`config.mk`:
```
export PLATFORM = sky130hd
export DESIGN_NAME = wm8731_config_sequencer_flat
export DESIGN_NICKNAME = d
export VERILOG_FILES = /design/src/rtl/wm8731_config_sequencer_if.sv /design/src/rtl/wm8731_config_sequencer.sv /design/src/flat_wrapper.sv
export SDC_FILE = /design/constraint.sdc
export NUM_CORES = 1
export LEC_CHECK = 0
export CAP_MARGIN = 10
export CORE_MARGIN = 5
export CORE_UTILIZATION = 40
export CTS_BUF_LIST = sky130_fd_sc_hd__clkbuf_16
export DETAILED_ROUTE_END_ITERATION = 8
export SLEW_MARGIN = 20
export SYNTH_ARGS = -nofsm -noshare
export SYNTH_HDL_FRONTEND = slang
export SYNTH_SLANG_ARGS = --single-unit
```
`constraint.sdc`:
```
create_clock -name clk -period 2.5 [get_ports clk]
set_input_delay 0.375 -clock clk [delete_from_list [all_inputs] [get_ports clk]]
set_output_delay 0.375 -clock clk [all_outputs]
set_load 0.02 [all_outputs]
```
`src/rtl/wm8731_config_sequencer_if.sv`:
```
// Control-port bundle between the WM8731 sequencer, the I2C controller and the host.
// Handshakes: req stays high with wdata stable until a one-cycle ack; host_req stays
// high with host_reg/host_data stable until a one-cycle host_ack.
interface wm8731_config_sequencer_if;
   logic            req;
   logic [6:0]      addr;
   logic [1:0][7:0] wdata;
   logic            ack;
   logic            host_req;
   logic [6:0]      host_reg;
   logic [8:0]      host_data;
   logic            host_ack;

   modport master (output req, addr, wdata, host_ack,
                   input  ack, host_req, host_reg, host_data);
   modport slave  (input  req, addr, wdata, host_ack,
                   output ack, host_req, host_reg, host_data);
endinterface

```
`src/rtl/wm8731_config_sequencer.sv`:
```
// Writes the WM8731 power-up register table over I2C, then serves single host writes,
// supervising every transfer with a timeout.
module wm8731_config_sequencer #(
   parameter logic [6:0] DEV_ADDR       = 7'h1A,
   parameter int         PWRUP_CYCLES   = 240000,
   parameter int         GAP_CYCLES     = 2400,
   parameter int         TIMEOUT_CYCLES = 2400000
) (
   input  logic                       clk,
   input  logic                       reset,
   input  logic                       start,
   wm8731_config_sequencer_if.master  bus,
   output logic                       busy,
   output logic                       done,
   output logic                       error,
   output logic [3:0]                 err_index,
   output logic [2:0]                 dbg_state
);

   localparam int CW = $clog2((PWRUP_CYCLES > GAP_CYCLES) ? PWRUP_CYCLES : GAP_CYCLES) + 1;
   localparam int TW = $clog2(TIMEOUT_CYCLES) + 1;
   localparam logic [CW-1:0] PWR_LAST = CW'(PWRUP_CYCLES - 1);
   localparam logic [CW-1:0] GAP_LAST = CW'(GAP_CYCLES - 1);
   localparam logic [TW-1:0] TO_LAST  = TW'(TIMEOUT_CYCLES - 1);

   typedef enum logic [2:0] {
      PWRUP, ISSUE, WAIT_ACK, GAP, DONE, HOST_WAIT
   } state_t;

   state_t          state, state_n;
   logic [CW-1:0]   cnt, cnt_n;
   logic [TW-1:0]   tcnt, tcnt_n;
   logic [3:0]      idx, idx_n;
   logic            req_q, req_n;
   logic [15:0]     wdata_q, wdata_n;
   logic            host_ack_q, host_ack_n;
   logic            error_n;
   logic [3:0]      err_index_n;
   logic            pend, pend_n;
   logic            restart, go_pwrup, timed_out, xfer_end;

   // Index 10 is the activate write, deliberately last so the codec only runs once configured.
   function automatic logic [15:0] table_word(input logic [3:0] i);
      logic [15:0] w;
      case (i)
         4'd0:    w = {7'd15, 9'h000};
         4'd1:    w = {7'd0,  9'h017};
         4'd2:    w = {7'd1,  9'h017};
         4'd3:    w = {7'd2,  9'h079};
         4'd4:    w = {7'd3,  9'h079};
         4'd5:    w = {7'd4,  9'h012};
         4'd6:    w = {7'd5,  9'h000};
         4'd7:    w = {7'd6,  9'h000};
         4'd8:    w = {7'd7,  9'h002};
         4'd9:    w = {7'd8,  9'h000};
         default: w = {7'd9,  9'h001};
      endcase
      return w;
   endfunction

   always_ff @(posedge clk or posedge reset) begin
      if (reset) begin
         state      <= PWRUP;
         cnt        <= '0;
         tcnt       <= '0;
         idx        <= '0;
         req_q      <= 1'b0;
         wdata_q    <= '0;
         host_ack_q <= 1'b0;
         error      <= 1'b0;
         err_index  <= '0;
         pend       <= 1'b0;
      end else begin
         state      <= state_n;
         cnt        <= cnt_n;
         tcnt       <= tcnt_n;
         idx        <= idx_n;
         req_q      <= req_n;
         wdata_q    <= wdata_n;
         host_ack_q <= host_ack_n;
         error      <= error_n;
         err_index  <= err_index_n;
         pend       <= pend_n;
      end
   end

   always_comb begin
      state_n     = state;
      cnt_n       = cnt;
      tcnt_n      = tcnt;
      idx_n       = idx;
      req_n       = req_q;
      wdata_n     = wdata_q;
      host_ack_n  = 1'b0;
      error_n     = error;
      err_index_n = err_index;
      pend_n      = pend;
      go_pwrup    = 1'b0;
      timed_out   = 1'b0;
      restart     = start | pend;
      // ack beats a coincident timeout, so a late-but-valid ack never records an error.
      xfer_end    = bus.ack | (tcnt == TO_LAST);
      case (state)
         PWRUP: begin
            if (start) go_pwrup = 1'b1;
            else if (cnt == PWR_LAST) begin
               state_n = ISSUE;
               idx_n   = '0;
               cnt_n   = '0;
            end else cnt_n = cnt + CW'(1);
         end
         ISSUE: begin
            wdata_n = table_word(idx);
            req_n   = 1'b1;
            tcnt_n  = '0;
            state_n = WAIT_ACK;
            pend_n  = pend | start;
         end
         WAIT_ACK: begin
            if (xfer_end) begin
               req_n     = 1'b0;
               timed_out = ~bus.ack;
               if (restart) go_pwrup = 1'b1;
               else if (idx == 4'd10) state_n = DONE;
               else begin
                  idx_n   = idx + 4'd1;
                  cnt_n   = '0;
                  state_n = GAP;
               end
            end else begin
               tcnt_n = tcnt + TW'(1);
               pend_n = pend | start;
            end
         end
         GAP: begin
            if (restart) go_pwrup = 1'b1;
            else if (cnt == GAP_LAST) begin
               state_n = ISSUE;
               cnt_n   = '0;
            end else cnt_n = cnt + CW'(1);
         end
         DONE: begin
            if (start) go_pwrup = 1'b1;
            else if (bus.host_req) begin
               wdata_n = {bus.host_reg, bus.host_data};
               req_n   = 1'b1;
               tcnt_n  = '0;
               state_n = HOST_WAIT;
            end
         end
         HOST_WAIT: begin
            if (xfer_end) begin
               req_n      = 1'b0;
               host_ack_n = 1'b1;
               timed_out  = ~bus.ack;
               if (restart) go_pwrup = 1'b1;
               else state_n = DONE;
            end else begin
               tcnt_n = tcnt + TW'(1);
               pend_n = pend | start;
            end
         end
         default: state_n = PWRUP;
      endcase
      if (go_pwrup) begin
         state_n     = PWRUP;
         cnt_n       = '0;
         pend_n      = 1'b0;
         error_n     = 1'b0;
         err_index_n = '0;
      end
      // A timeout on the very transfer that takes a restart is still reported.
      if (timed_out) begin
         error_n     = 1'b1;
         err_index_n = (state == HOST_WAIT) ? 4'hF : idx;
      end
   end

   assign bus.req      = req_q;
   assign bus.addr     = DEV_ADDR;
   assign bus.wdata    = wdata_q;
   assign bus.host_ack = host_ack_q;
   assign busy         = (state != DONE);
   assign done         = (state == DONE);
   assign dbg_state    = state;

endmodule

```
`src/flat_wrapper.sv`:
```
// flat-port wrapper written by rule: the top's interface ports become plain ports
module wm8731_config_sequencer_flat 
#(
   parameter logic [6:0] DEV_ADDR       = 7'h1A,
   parameter int         PWRUP_CYCLES   = 240000,
   parameter int         GAP_CYCLES     = 2400,
   parameter int         TIMEOUT_CYCLES = 2400000
)
  (clk, reset, start, busy, done, error, err_index, dbg_state, bus_req, bus_addr, bus_wdata, bus_host_ack, bus_ack, bus_host_req, bus_host_reg, bus_host_data);
  wm8731_config_sequencer_if bus_i ();
  input  logic clk;
  input  logic reset;
  input  logic start;
  output logic busy;
  output logic done;
  output logic error;
  output logic [3:0] err_index;
  output logic [2:0] dbg_state;
  output wire logic [$bits(bus_i.req)-1:0] bus_req;
  output wire logic [$bits(bus_i.addr)-1:0] bus_addr;
  output wire logic [$bits(bus_i.wdata)-1:0] bus_wdata;
  output wire logic [$bits(bus_i.host_ack)-1:0] bus_host_ack;
  input wire logic [$bits(bus_i.ack)-1:0] bus_ack;
  input wire logic [$bits(bus_i.host_req)-1:0] bus_host_req;
  input wire logic [$bits(bus_i.host_reg)-1:0] bus_host_reg;
  input wire logic [$bits(bus_i.host_data)-1:0] bus_host_data;
  assign bus_req = bus_i.req;
  assign bus_addr = bus_i.addr;
  assign bus_wdata = bus_i.wdata;
  assign bus_host_ack = bus_i.host_ack;
  assign bus_i.ack = bus_ack;
  assign bus_i.host_req = bus_host_req;
  assign bus_i.host_reg = bus_host_reg;
  assign bus_i.host_data = bus_host_data;
  wm8731_config_sequencer #(.DEV_ADDR(DEV_ADDR), .PWRUP_CYCLES(PWRUP_CYCLES), .GAP_CYCLES(GAP_CYCLES), .TIMEOUT_CYCLES(TIMEOUT_CYCLES)) u_core (.clk(clk), .reset(reset), .start(start), .bus(bus_i), .busy(busy), .done(done), .error(error), .err_index(err_index), .dbg_state(dbg_state));
endmodule
```
## Word-level counts from Yosys, hierarchy flattened

Memories as Yosys holds them, arrays and structs flattened.
Cells that the tools add are included.

- Add/subtract/negate cells: 3
- Multiply operators: 0
- Div/mod/pow operators: 0
- Magnitude comparators: 0
- Equality and inequality tests: 31
- Shifts and indexed selects: 0
- Muxes and demuxes: 55
- Bitwise gates (word level): 3
- Reductions and logical operators: 16

Operator list:

| cell | count |
|---|---|
| 2-to-1 mux 19 bit | 8 |
| 2-to-1 mux 23 bit | 3 |
| case mux 23 bit (3 select lines) | 1 |
| case mux 19 bit (3 select lines) | 1 |
| 2-to-1 mux 3 bit | 12 |
| 2-to-1 mux 16 bit | 2 |
| 2-to-1 mux 4 bit | 8 |
| case mux 16 bit (2 select lines) | 1 |
| adder 23 x 1 -> 23 bit, second input constant | 1 |
| == test 23 x 22 -> 1 bit, second input constant | 1 |
| adder 19 x 1 -> 19 bit, second input constant | 1 |
| == test 19 x 12 -> 1 bit, second input constant | 1 |
| == test 19 x 18 -> 1 bit, second input constant | 1 |
| case mux 3 bit (6 select lines) | 1 |
| inequality test 3 x 1 -> 1 bit, second input constant | 5 |
| 2-to-1 mux 1 bit | 14 |
| inequality test 3 x 2 -> 1 bit, second input constant | 4 |
| inequality test 3 bit, second input constant | 4 |
| AND reduction 6 bit | 2 |
| inequality test 2 bit, second input constant | 5 |
| AND reduction 10 bit | 1 |
| inequality test 2 x 1 -> 1 bit, second input constant | 4 |
| case mux 4 bit (2 select lines) | 1 |
| AND reduction 4 bit | 2 |
| other kinds (16) | 24 |

- Register bits after elaboration: 73
- Latch bits: 0
- Bits in writable memories: 0
- Bits in read-only memories: 176
- Output and inout port bits: 35
- Logic and storage cells: 119
- Memories kept: 1

Memory list:

| name | depth | bits a word | rd ports | clocked after Yosys merged registers in | wr ports | line | RTL |
|---|---|---|---|---|---|---|---|
| (name not given) | 16 | 11 | 1 | 0 | 0 | wm8731_config_sequencer.sv:45 | `case (i)` |

## Logic depth before layout (Yosys ltp)

Gate-level depths: netlist of run 1.

- Word-level depth: 6
- Mapped depth: 11
- Mapped depth without buffers: 9

## Worst setup path after synthesis of run 1

Ideal clock, no wire load.

- Path type: flip-flop to flip-flop
- From: register u_core.tcnt[0]
- To: register u_core.cnt[17]
- Library setup time: 0.087 ns
- Arrival: 2.408 ns
- Required time: 2.413 ns
- Setup slack: 0.005 ns
- Stages on the path, launching flop included: 11
- Clock period less this slack: 2.495 ns
- Path through: dfrtp_1 > ha_1 > and2_0 > buf_2 > and4_4 > a21oi_4 > a31oi_1 > o21bai_1 > clkbuf_1 > or4_1 > o211ai_1

- Cells in the longest elaborated chain, start to end: 6
- Elaborated cells between the ends (all ways): 12
- Classes of those cells: eq/ne: 6; mux: 3; bitwise: 1; reduce/logical: 2

RTL lines:

| item | line | RTL |
|---|---|---|
| start, declared | wm8731_config_sequencer.sv:32 | `logic [TW-1:0] tcnt, tcnt_n;` |
| start signal, assigned | wm8731_config_sequencer.sv:76 | `tcnt <= tcnt_n;` |
| == test 23 x 22 -> 1 bit (*) | wm8731_config_sequencer.sv:102 | `xfer_end = bus.ack \| (tcnt == TO_LAST);` |
| bitwise OR 1 bit (*) | wm8731_config_sequencer.sv:102 |  |
| 2-to-1 mux 1 bit | wm8731_config_sequencer.sv:152 | `if (xfer_end) begin` |
| case mux 1 bit (3 select lines) | wm8731_config_sequencer.sv:103 | `case (state)` |
| inequality test 3 bit (no source line), or another cell as far along | -- |  |
| AND reduction 6 bit (no source line) | -- |  |
| end signal, assigned | wm8731_config_sequencer.sv:75 | `cnt <= cnt_n;` |
| end, declared | wm8731_config_sequencer.sv:31 | `logic [CW-1:0] cnt, cnt_n;` |

Every way passes the cells marked *; elsewhere a longest branch is shown, timed or not.
A chain may end at the register's enable or synchronous reset.

## Worst setup path after layout of run 1

- From: register u_core.tcnt[19]
- To: register u_core.cnt[15]

Same word-level chain as after synthesis.

==> impl_results.md, run 1 <==
- CP Depth: 9
- Synthesized area: approximately 4000 µm²
- Clk_lat worst skew: roughly 0.33 ns
- Pwr dens: around 950 nW/µm²
- Max Cap Viol: 0
- Minimum clock period: between 2 and 2.5 ns
- ANT cells: 0
- CP Data Arrival Time: 2.63 ns
- Synth Register Bits: between 70 and 80
- IO Port Bufs: between 40 and 50
- RSZ-0062 raised after global routing: yes
- DRC: 0
- Worst Hold Class: in2async
- Reg-to-reg startpoint: u_core.tcnt[19]$_DFFE_PP0P_
- Synth Warn #: 0
- Crit path max fanout: 7
- WL/cell: approximately 15 µm
- H-tree Lvls: 3
- Starting density of the core: between 40 and 50%
- Final worst-path cycle share: between 90% and 100%
- Nets: ~570
- DP Wirelength: about 7200 µm
- Via Count: 3615
- Final Util: ~55%
- CP Cell Sequence: nor4b_4, and4_4, a21oi_4, a21o_1, buf_4, a2111oi_4, buf_4, o21ai_0, a22o_1
- Drt first pass iters: 5
- Clock slew at reported path FFs: 0.06 ns
- CTS max path bufs: 2
- Worst EP required: around 2.7 ns
- Crit-path slowest cell: dfrtp_2
- Post-Route WL: 10500 µm
- Cts hold-fix bufs: 0
- Post-route cell area: roughly 5400 µm²
- CTS Buf Count: 9
- Worst reg-to-reg setup slack: between 0.07 and 0.08 ns
- Initial DRC count: approximately 190
- Area grow syn2layout: 32.4%
- Seq/Total Area, Yosys: between 40 and 50%
- Number of synthesized flops with an enable pin: 0
- Register Area: 1830 µm²
- Layout cells sized above 1: between 15 and 20%
- Die Wd: approximately 110 µm
- Syn Inst Count: 460
- Avg Cell Area, Syn: approximately 8.9 µm²
- Max Freq: roughly 410 MHz
- Total track usage: approximately 17%
- Worst Skew: a little over 0.008 ns
- Final Max Slew Viols: 0
- Synth cell types: 54
- FP Rows: 36
- Core Region: approximately 9900 µm²
- Final-report hold violation count: 0
- IR drop worst, VDD: approximately 0.00053 V
- Most used cell, CP: buf_4
- Status: completed
- Finish-stage setup viols: 0
- Setup TNS: 0 ns
- CP Buf/Inv Count: 2
- Max_slew headroom: between 60% and 70%
- CP delay by family, top: compound AO/OA/AOI/OAI gates
- Fillcell total: approximately 880
- Max stage delay on crit path: ~0.43 ns
- Largest net degree at the start of global routing: 74
- Initial antenna violation count: 0
- Grt total ovfl: 0
- Die Area: 12300 µm²
- Footprint of the multi-input gates: 2120 µm²
- Reg-to-Reg End: u_core.cnt[15]$_DFFE_PP0P_
- Gpl congestion: between 0.8 and 0.9
- Startpoint Class: flop
- CTS tree: done
- Ys flop type: dfrtp_1
- Placed Instance Area: 4960 µm²
- Worst hold margin: around 0.46 ns
- Worst setup EP type: flop
- Clock sink total: 73
- Final ANT Viol Nets: 0
- WS Path Type: reg2reg
- I/O pin count: 56
- First-pass GRT wire length: about 18000 µm
- Vias in the first global route: ~3500
- Ys async rst share: between 90% and 100%
- Leakage: between 2 and 2.5 nW
- FF-to-FF path depth: 9
- Vias per cell: 5.29
- Die span in y: 111 µm
- Clock root cell: clkbuf_16
- Worst-Margin Slew: between 0.5 and 0.6 ns
final cells by class:
type,count,area share [%]
multi-input cells,349,39.3
flip-flops and latches,73,33.9
repair buffers,98,16.3
clock buffers,9,4.17
well taps,133,3.08
clock inverters,7,2.20
inverters,15,1.04
worst register-to-register path, cell delays in order (launching register included):
cell and delay, ns:
dfrtp_2 0.43, nor4b_4 0.29, and4_4 0.29, a21oi_4 0.08, a21o_1 0.19, buf_4 0.13
a2111oi_4 0.32, buf_4 0.21, o21ai_0 0.11, a22o_1 0.25
kinds of logic after synthesis:
logic type / count (synthesis) / share of synthesized area, %
AND/OR/NAND/NOR: 205 / 25.3
AO/OA/AOI/OAI: 104 / 17.0
XOR/XNOR: 21 / 4.51
multiplexers: 5 / 1.32
adder cells (fa/ha/maj): 7 / 2.15
buffers and inverters: 43 / 4.69
flip-flops: 73 / 44.8
other: 2 / 0.184
cell usage in the layout (no fill, tap or decap), types with 4 or more instances in the layout:
master / Yosys / routed
and4_1: 4 / 4
nor2b_1: 11 / 10
clkdlybuf4s50_1: 0 / 47
nand4_1: 8 / 8
a22o_1: 20 / 20
inv_1: 15 / 14
ha_1: 7 / 7
a21oi_1: 15 / 15
nor3_1: 15 / 15
nand2_1: 47 / 46
o211ai_1: 6 / 6
nor2_1: 55 / 54
clkbuf_16: 0 / 9
o21ai_1: 0 / 4
and2_1: 5 / 5
dfrtp_1: 73 / 72
buf_4: 7 / 46
xor2_1: 13 / 13
conb_1: 2 / 7
and3_1: 10 / 8
o21ai_0: 42 / 38
nand3_1: 17 / 17
xnor2_1: 8 / 8
nand2b_1: 7 / 7
or4_1: 4 / 4
repair_timing:
action	CTS	global route
setup buffers	0	4
resized for setup	0	21
setup endpoints to repair	0	20
registers in the layout (all words and copies together), names as in the netlist, 3 cells and up:
register	cells
u_core.bus.wdata	16
u_core.cnt	19
u_core.dbg_state	3
u_core.err_index	4
u_core.idx	4
u_core.tcnt	23
metrics by stage:
step	worst slack [ns]	instances	total power, mW
after floorplan	0.00502	465	2.70
after global placement	0.0519	663	3.48
after detailed placement	0.0405	663	3.52
after CTS	0.0243	679	5.03
after global routing	-0.0577	684	5.45
final	0.0773	684	5.11
cell usage after synthesis, drive strengths merged (3+ instances only):
master,number,area (µm²)
buf,11,71.3
a22o,20,175
or3,3,18.8
xor2,13,114
nand4,8,50.1
o211ai,6,45.0
clkbuf,17,63.8
nand3,17,85.1
o21ai,42,210
a21oi,16,91.3
and4,5,46.3
xnor2,8,70.1
dfrtp,73,1830
nor4,4,25.0
mux2,3,33.8
nand2,47,176
nor2,56,213
and3,10,62.6
nor3,15,75.1
and2,7,43.8
nor2b,11,68.8
ha,7,87.6
nor4b,3,32.5
o21bai,4,30.0
inv,15,56.3
nand2b,7,43.8
or4,4,30.0
nor3b,3,22.5
metal layers:
layer / vias up / share of wire [%] / track usage, %
li1: 1784 / - / -
met1: 1745 / 48 / 24.8
met2: 77 / 47 / 26.5
met3: 9 / 4.1 / 2.95
met4: 0 / 0.95 / 5.34
met5: - / 0 / 0
worst max-delay path by stage:
stage,from,slack [ns],end
2_1_floorplan,u_core.tcnt[0]$_DFFE_PP0P_,0.005,u_core.cnt[17]$_DFFE_PP0P_
3_3_place_gp,u_core.tcnt[17]$_DFFE_PP0P_,0.05,u_core.cnt[2]$_DFFE_PP0P_
3_5_place_dp,u_core.tcnt[17]$_DFFE_PP0P_,0.04,u_core.cnt[6]$_DFFE_PP0P_
4_1_cts,u_core.tcnt[16]$_DFFE_PP0P_,0.02,u_core.cnt[17]$_DFFE_PP0P_
5_1_grt,u_core.tcnt[19]$_DFFE_PP0P_,-0.06,u_core.cnt[15]$_DFFE_PP0P_
6_report,u_core.tcnt[19]$_DFFE_PP0P_,0.08,u_core.cnt[15]$_DFFE_PP0P_
where the power goes:
part	internal, mW	switching, mW	leakage (nW)
clock network	0.975	0.521	0.162
registers	1.36	0.124	0.986
logic	0.936	1.19	1.25
Note: power is estimated with default switching activity, not from simulation.
==> run 2, diff against run 1 <==
CTS_BUF_LIST = sky130_fd_sc_hd__clkbuf_2   (was sky130_fd_sc_hd__clkbuf_16)
==> run 2 against run 1 <==
Clock skew increased by 0.034 ns. Setup slack improved by 0.0073 ns. Fmax increased by 0.30%. Cell count increased by 0.15%. Count of clock-buffer cells in the layout unchanged. Die area unchanged. First-iteration DRC count increased by 12%. Critical endpoint is now u_core.cnt[4]$_DFFE_PP0P_.
==> impl_results.md, run 2 (same netlist as run 1, synthesis figures left out) <==
- Die Wd: about 110 µm
- Drt first pass iters: 4
- Post-Route WL: about 10000 µm
- Most frequent cells in the layout: 72 x dfrtp_1, 54 x nor2_1, 46 x nand2_1, 46 x clkdlybuf4s50_1, 45 x buf_4
- CTS tree: done
- Final worst-path cycle share: 96.6%
- Worst-Margin Slew: approximately 0.48 ns
- CTS max path bufs: 2
- Nets: between 500 and 600
- H-tree Lvls: 3
- Biggest register: u_core.tcnt
- Post-route cell area: roughly 5200 µm²
- Vias in the first global route: ~3500
- Placed Instance Area: around 5000 µm²
- Layout cells sized above 1: approximately 16%
- ANT cells: 0
- I/O pin count: 56
- DP Worst Slack: just over 0.04 ns
- Vias per cell: between 5 and 6
- Clock slew at reported path FFs: 0.25 ns
- Die span in y: 111 µm
- Finish-stage setup viols: 0
- Via Count: between 3000 and 4000
- Max Freq: between 400 and 500 MHz
- FP Rows: 36
- Worst setup EP type: flop
- Clock sink total: 73
- RSZ-0062 raised after global routing: yes
- Worst Skew: ~0.042 ns
- Startpoint Class: flop
- Total Power: 4.57 mW
- Final Max Slew Viols: 0
- Worst EP required: 2.93 ns
- First-pass GRT wire length: between 15000 and 20000 µm
- Status: completed
- Setup TNS: 0 ns
- Initial DRC count: between 200 and 250
- Final worst setup slack: between 0.08 and 0.09 ns
- IR drop worst, VDD: approximately 0.00052 V
- Finished Layout Cells: around 690
- Pwr dens: around 870 nW/µm²
- Final Util: between 50% and 60%
- Area grow syn2layout: 28.6%
- Largest net degree at the start of global routing: 74
- Clock root cell: clkbuf_2
- Starting density of the core: about two fifths
- Cts hold-fix bufs: 0
- WS Path Type: reg2reg
- Max Cap Viol: 0
- Final ANT Viol Nets: 0
- DRC: 0
- Initial antenna violation count: 0
- Final-report hold violation count: 0
- Core Region: around 10000 µm²
- Gpl congestion: around 0.84
- Minimum clock period: 2.42 ns
- Max_slew headroom: about two thirds
- Worst Hold Class: in2async
- IO Port Bufs: 48
- WL/cell: between 15 and 20 µm
- Worst hold margin: approximately 0.21 ns
- Crit path max fanout: 7
- Grt total ovfl: 0
- Leakage: between 2 and 2.5 nW
- CP Data Arrival Time: around 2.8 ns
- Most common cell after layout, fill and taps aside: dfrtp_1
- Clk_lat worst skew: ~0.54 ns
- CTS Buf Count: 9
- Max reg flops: 23
- DP Wirelength: about 7200 µm
- Placed Cells incl. Taps: around 660
- Die Area: 12300 µm²
- Total track usage: between 10% and 20%
[run 2: cell types whose count changed in the layout (fill, tap and decap cells not counted), sizes merged]
| cell | delta |
|---|---|
| buf | +1 |
| clkbuf | +1 |
| clkdlybuf4s50 | -1 |
| dlygate4sd2 | +1 |
| dlymetal6s2s | -1 |
[run 2: per-layer routing]
metal	track usage, %	vias to the layer above	routed length (µm)
met3	4.20	10	425
li1	-	1779	-
met1	24.5	1690	5090
met5	0	-	0
met2	26.2	64	4750
met4	4.19	0	99
[run 2: path summary, 6_finish.rpt]
kind,startpoint,endpoint,slack (ns),cells after the start
worst min register to register,u_core.bus.wdata[2]$_DFFE_PP0P_,u_core.bus.wdata[2]$_DFFE_PP0P_,0.51,2
worst max register to register,u_core.tcnt[19]$_DFFE_PP0P_,u_core.cnt[4]$_DFFE_PP0P_,0.08,9
worst min-delay path,reset,u_core.bus.req$_DFFE_PP0P_,0.21,3
min in group clk,bus_host_data[6],u_core.bus.wdata[6]$_DFFE_PP0P_,0.37,3
worst max-delay path,u_core.tcnt[19]$_DFFE_PP0P_,u_core.cnt[4]$_DFFE_PP0P_,0.08,9
max in group asynchronous,reset,u_core.tcnt[19]$_DFFE_PP0P_,1.95,3
[run 2: area by class of cell]
cell class	instances	area, µm²
clock buffers	9	45.0
clock inverters	7	119
fillers	901	4620
inverters	15	56.3
multi-input cells	349	2150
flip-flops and latches	73	1830
well taps	133	166
repair buffers	99	882
[run 2: timing repair]
action                     in CTS  in global routing
resized for setup               2                 28
cloned                          0                  2
setup buffers                   0                  4
setup endpoints to repair       4                 21
pin swaps                       1                 11
[run 2: worst max-delay path, cell delays in order, from the launching register on]
cell and delay (ns):
dfrtp_2 0.48, nor4b_4 0.29, and4_4 0.29, a21oi_4 0.08
a21o_1 0.17, buf_4 0.14, a2111oi_4 0.33, buf_4 0.22
o21ai_0 0.10, a22o_1 0.24
[run 2: report_power, final]
part	switching, mW	internal [mW]	total, mW
clock	0.460	0.430	0.890
sequential	0.126	1.36	1.48
combinational	1.22	0.967	2.19
total	1.81	2.75	4.57
